[src/rtl/mem_port_arbiter.sv]
// Shares one single-ported, fixed-latency word memory between an
// instruction-fetch port and a load/store data port. Accesses are serialised,
// read data is registered and returned with a one-cycle ready pulse, and a
// streak counter bounds consecutive data grants so fetch cannot starve.
module mem_port_arbiter #(
    parameter int ADDR_W       = 8,
    parameter int MEM_LAT      = 1,
    parameter int MAX_D_STREAK = 4
) (
    input  logic              clock,
    input  logic              reset,
    input  logic              if_req,
    input  logic [31:0]       if_addr,
    output logic [31:0]       if_rdata,
    output logic              if_ready,
    input  logic              d_rd,
    input  logic              d_wr,
    input  logic [31:0]       d_addr,
    input  logic [31:0]       d_wdata,
    output logic [31:0]       d_rdata,
    output logic              d_ready,
    output logic              mem_en,
    output logic              mem_we,
    output logic [ADDR_W-1:0] mem_addr,
    output logic [31:0]       mem_wdata,
    input  logic [31:0]       mem_rdata,
    output logic              err
);

    typedef enum logic [1:0] {
        IDLE   = 2'd0,
        BUSY_I = 2'd1,
        BUSY_D = 2'd2,
        DONE   = 2'd3
    } state_t;

    state_t              state_q, state_d;
    logic [3:0]          cnt_q, cnt_d;
    logic [3:0]          streak_q, streak_d;
    logic                is_load_q, is_load_d;
    logic                mem_en_q, mem_en_d;
    logic                mem_we_q, mem_we_d;
    logic [ADDR_W-1:0]   mem_addr_q, mem_addr_d;
    logic [31:0]         mem_wdata_q, mem_wdata_d;
    logic [31:0]         if_rdata_q, if_rdata_d;
    logic [31:0]         d_rdata_q, d_rdata_d;
    logic                if_ready_q, if_ready_d;
    logic                d_ready_q, d_ready_d;
    logic                err_q, err_d;

    logic                dreq;
    logic                d_grant;

    // Word-address bits outside the memory range and the fetch byte offset
    // are deliberately dropped (wrap-around, silent alignment).
    logic                unused_addr_bits;
    assign unused_addr_bits = ^{if_addr[31:ADDR_W+2], if_addr[1:0], d_addr[31:ADDR_W+2]};

    assign dreq    = d_rd | d_wr;
    // Data wins unless a fetch is waiting and data has already had its streak.
    assign d_grant = dreq && (!if_req || (streak_q < 4'(MAX_D_STREAK)));

    // Next-state, grant and capture logic; pulses default low every cycle.
    always_comb begin
        state_d     = state_q;
        cnt_d       = cnt_q;
        streak_d    = streak_q;
        is_load_d   = is_load_q;
        mem_en_d    = 1'b0;
        mem_we_d    = mem_we_q;
        mem_addr_d  = mem_addr_q;
        mem_wdata_d = mem_wdata_q;
        if_rdata_d  = if_rdata_q;
        d_rdata_d   = d_rdata_q;
        if_ready_d  = 1'b0;
        d_ready_d   = 1'b0;
        err_d       = err_q;

        case (state_q)
            IDLE: begin
                if (d_grant) begin
                    state_d     = BUSY_D;
                    cnt_d       = 4'(MEM_LAT);
                    mem_en_d    = 1'b1;
                    // Simultaneous rd+wr is resolved as a store.
                    mem_we_d    = d_wr;
                    is_load_d   = !d_wr;
                    mem_addr_d  = d_addr[ADDR_W+1:2];
                    mem_wdata_d = d_wdata;
                    if (if_req) begin
                        streak_d = (streak_q == 4'd15) ? 4'd15 : streak_q + 4'd1;
                    end else begin
                        streak_d = 4'd0;
                    end
                    if ((d_rd && d_wr) || (d_addr[1:0] != 2'b00)) begin
                        err_d = 1'b1;
                    end
                end else if (if_req) begin
                    state_d     = BUSY_I;
                    cnt_d       = 4'(MEM_LAT);
                    mem_en_d    = 1'b1;
                    mem_we_d    = 1'b0;
                    is_load_d   = 1'b0;
                    mem_addr_d  = if_addr[ADDR_W+1:2];
                    mem_wdata_d = 32'd0;
                    streak_d    = 4'd0;
                end
            end
            BUSY_I, BUSY_D: begin
                // Counter reaches zero in the cycle mem_rdata is valid.
                if (cnt_q == 4'd0) begin
                    state_d = DONE;
                    if (state_q == BUSY_I) begin
                        if_rdata_d = mem_rdata;
                        if_ready_d = 1'b1;
                    end else begin
                        if (is_load_q) begin
                            d_rdata_d = mem_rdata;
                        end
                        d_ready_d = 1'b1;
                    end
                end else begin
                    cnt_d = cnt_q - 4'd1;
                end
            end
            DONE: begin
                // Requesters update after ready, so no arbitration here.
                state_d = IDLE;
            end
            default: begin
                state_d = IDLE;
            end
        endcase
    end

    // State and output registers; reset aborts any in-flight access.
    always_ff @(posedge clock) begin
        if (reset) begin
            state_q     <= IDLE;
            cnt_q       <= 4'd0;
            streak_q    <= 4'd0;
            is_load_q   <= 1'b0;
            mem_en_q    <= 1'b0;
            mem_we_q    <= 1'b0;
            mem_addr_q  <= '0;
            mem_wdata_q <= 32'd0;
            if_rdata_q  <= 32'd0;
            d_rdata_q   <= 32'd0;
            if_ready_q  <= 1'b0;
            d_ready_q   <= 1'b0;
            err_q       <= 1'b0;
        end else begin
            state_q     <= state_d;
            cnt_q       <= cnt_d;
            streak_q    <= streak_d;
            is_load_q   <= is_load_d;
            mem_en_q    <= mem_en_d;
            mem_we_q    <= mem_we_d;
            mem_addr_q  <= mem_addr_d;
            mem_wdata_q <= mem_wdata_d;
            if_rdata_q  <= if_rdata_d;
            d_rdata_q   <= d_rdata_d;
            if_ready_q  <= if_ready_d;
            d_ready_q   <= d_ready_d;
            err_q       <= err_d;
        end
    end

    assign if_rdata  = if_rdata_q;
    assign if_ready  = if_ready_q;
    assign d_rdata   = d_rdata_q;
    assign d_ready   = d_ready_q;
    assign mem_en    = mem_en_q;
    assign mem_we    = mem_we_q;
    assign mem_addr  = mem_addr_q;
    assign mem_wdata = mem_wdata_q;
    assign err       = err_q;

endmodule

[config.mk]
export PLATFORM = sky130hd
export DESIGN_NAME = mem_port_arbiter
export DESIGN_NICKNAME = d
export VERILOG_FILES = /design/src/rtl/mem_port_arbiter.sv
export SDC_FILE = /design/constraint.sdc
export NUM_CORES = 1
export LEC_CHECK = 0
export BUFFER_PORTS_ARGS = -buffer_cell sky130_fd_sc_hd__buf_2
export CAP_MARGIN = 10
export CORE_UTILIZATION = 40
export CTS_CLUSTER_SIZE = 24
export DETAILED_ROUTE_END_ITERATION = 12
export PLACE_DENSITY_LB_ADDON = 0.3
export RECOVER_POWER = 100
export SETUP_SLACK_MARGIN = 0.15
export SKIP_CTS_REPAIR_TIMING = 1
export SLEW_MARGIN = 15
export SYNTH_ARGS = -nofsm -noshare
export SYNTH_HDL_FRONTEND = slang
export SYNTH_SLANG_ARGS = --single-unit
[constraint.sdc]
create_clock -name clock -period 2.97 [get_ports clock]
set_input_delay 0.297 -clock clock [delete_from_list [all_inputs] [get_ports clock]]
set_output_delay 0.297 -clock clock [all_outputs]
set_load 0.02 [all_outputs]
==> impl_metrics.py <==
metrics = {
    "status": {
        "status": "complete, but fails checks",
        "violations": "capacitance limit, slew limit",
    },
    "layout": {
        "nNetsFinal": 845,
        "postLayoutCoreUtil_pct": 54.2,
        "final_cell_mix": "dfxtp_1 (120), clkbuf_1 (111), buf_2 (85), o21ai_0 (80), a21oi_1 (75)",
        "fin_cells": 862,
        "antennaDiodeCount": 0,
        "drive_gt1_share_pct": 18.9,
        "area_delta_synth_final_pct": 31.3,
        "fillCellCount": 1130,
        "mostFrequentLayoutCell": "dfxtp_1",
    },
    "grt": {
        "met3_usage_pct": 7.82,
        "grt_pass1_vias": 4561,
        "grt_pass1_wl_um": 22100,
        "antenna_found_initial": 0,
        "overflow": 0,
        "grt_usage_pct": 22.3,
        "globalRouteMet1Util_pct": 28.3,
        "busiest_layer": "met2",
        "use_met2_pct": 34.7,
        "grt_max_degree": 65,
    },
    "floorplan": {
        "ios": 242,
        "start_util_pct": 41.3,
        "core_area_mm2": 0.0115,
        "rows": 39,
        "dieWidth_um": 111,
        "dieArea_mm2": 0.0123,
        "die_h_um": 111,
    },
    "flow_run": {
        "cap_viol_max_count": 2,
    },
    "routing": {
        "final_antenna_net_count": 0,
        "drt_iter0_drc": 487,
        "vias": 4782,
        "firstDrtPassIters": 5,
        "drt_drc_violations_left": 0,
        "wl_per_cell_um": 15.7,
        "routed_wl_um": 13500,
        "via_per_inst": 5.55,
    },
    "logic_synthesis": {
        "syn_inst": 541,
        "synthFlopType": "dfxtp_1",
        "synth_top_family_by_area": "compound AO/OA/AOI/OAI gates",
        "ys_seq_area_share_pct": 50.7,
        "syn_nets": 680,
        "synth.area.mux_share_pct": 0.845,
        "synthSimpleGateAreaFrac_pct": 13.2,
        "synth-compound-area-share_pct": 27.6,
        "synth_fa_ha_area_share_pct": 1.59,
        "synth_edf_count": 0,
        "synth-xor-area-share_pct": 0,
        "synth_seq_cells": 120,
        "syn_avg_cell_area_um2": 8.75,
        "yosys.cell_types.count": 41,
        "synthArstFlopShare_pct": 0,
        "syn_area_mm2": 0.00474,
        "ys_warn_count": 0,
    },
    "clocking": {
        "clock_latency_ps": 400,
        "cts_tree": "yes",
        "numCtsBuffers": 17,
        "cts_root_buffer": "clkbuf_16",
        "clockBufferDepth": 2,
        "h-tree-depth": 4,
        "cts.reportedPaths.clkPinSlew_ps": 50,
        "cts_sinks": 120,
    },
    "power_and_ir_drop": {
        "netSwitchingFraction_pct": 36.7,
        "power.switching_uw": 2330,
        "seq_power_share_pct": 31.5,
        "irDropWorstVdd_mv": 0.559,
        "p_leak_uw": 0.00230,
        "power.internal_uw": 4010,
        "comb_power_share_pct": 33.8,
        "power_uw": 6330,
        "clock_power_share_pct": 34.7,
        "p_per_area_mw_per_mm2": 1020,
    },
    "place": {
        "io_buffers": 195,
        "pre_cts_slack_ps": 869,
        "place_congestion": 0.756,
        "place_inst": 830,
        "hpwl_um": 8530,
    },
    "timing": {
        "tns_ps": 0,
        "setup_viol": 0,
        "final_max_slew_viol_count": 62,
        "setup_ws_ps": 609,
        "rsz0062_at_grt": "no",
        "skew_ps": 5.47,
        "tightest_slew_ps": 2130,
        "slew_headroom_pct": -43.1,
        "period_minus_slack_ps": 2360,
        "fmax_mhz": 424,
        "finalHoldViolations": 0,
        "fin_crit_sh_pct": 79.5,
    },
    "worst_setup_path": {
        "cp.arrival_ps": 2690,
        "crit_required_ps": 3300,
        "critPathMaxFanout": 33,
        "crit_type": "input pin to register",
        "worst_setup_path_end_kind": "register",
        "start_kind": "input pin",
    },
    "hold_path": {
        "holdCritPathClass": "input pin to register",
    },
}
==> per-stage QoR <==
stage / instance area [µm²] / hold slack [ps]
floorplan: 4740 / 435
global placement: 5750 / 445
detailed placement: 5750 / 450
CTS: 6390 / 124
global route: 6220 / 134
finish: 6220 / 147
==> power groups by stage <==
stage               Combinational [µW]  Sequential (µW)  Clock [µW]
floorplan                         1360             2250           0
global placement                  2190             2010           0
detailed placement                2240             2020           0
CTS                               2250             1990        2250
global route                      2340             2030        2340
finish                            2140             2000        2190
==> final cells by class <==
type	instances	area, µm²	area share, %
well taps	143	179	2.88
clock inverters	8	140	2.25
flip-flops and latches	120	2400	38.6
inverters	9	33.8	0.543
multi-input cells	354	2040	32.8
clock buffers	24	502	8.07
repair buffers	204	922	14.8
==> logic make-up (layout without fill, tap and decap cells) <==
kind of cell	after synthesis	in the layout
AOI/OAI and AO/OA	218	218
muxes	4	4
buffers and inverters	67	245
and+or+nand+nor	126	126
DFF	120	120
adders and majority gates	6	6
==> routing by layer <==
layer	vias up	part of all wire, %
li1	2320	-
met1	2238	45
met2	206	46
met3	18	7.3
met4	0	1.3
met5	-	0
==> flip-flops by register name, indices dropped and copies added (netlist names) <==
name / cells
d_ready: 1
mem_wdata: 32
if_rdata: 32
if_ready: 1
is_load_q: 1
d_rdata: 32
err: 1
mem_addr: 8
streak_q: 4
cnt_q: 4
mem_en: 1
state_q: 2
mem_we: 1
==> worst paths after layout <==
path | to | start | slack (ps) | cells past startpoint
worst min register to register | streak_q[1]$_SDFFE_PP0P_ | streak_q[1]$_SDFFE_PP0P_ | 450 | 2
worst max register to register | d_rdata[25]$_SDFFE_PP0P_ | state_q[0]$_SDFFE_PP0P_ | 640 | 6
worst min-delay path | mem_wdata[13]$_SDFFE_PP0P_ | d_wdata[13] | 150 | 3
worst max-delay path | mem_wdata[30]$_SDFFE_PP0P_ | d_wr | 610 | 5
==> cell usage after synthesis, types with 6 or more instances <==
cell      instances  area, µm²
a32oi_1          35        307
buf_2            18       90.1
o21ai_0          80        400
inv_1             9       33.8
nor2_1           39        146
ha_1              6       75.1
dfxtp_1         120       2400
nand3_1          64        320
a31oi_1          10       62.6
a21oi_1          75        375
clkbuf_1         36        135
==> critical path: stages <==
cell and delay, ps:
buf_2 170, o31ai_1 1680, buf_12 280, a32oi_1 90, nor2_1 170
No activity file was read; power rests on OpenSTA's default activity.
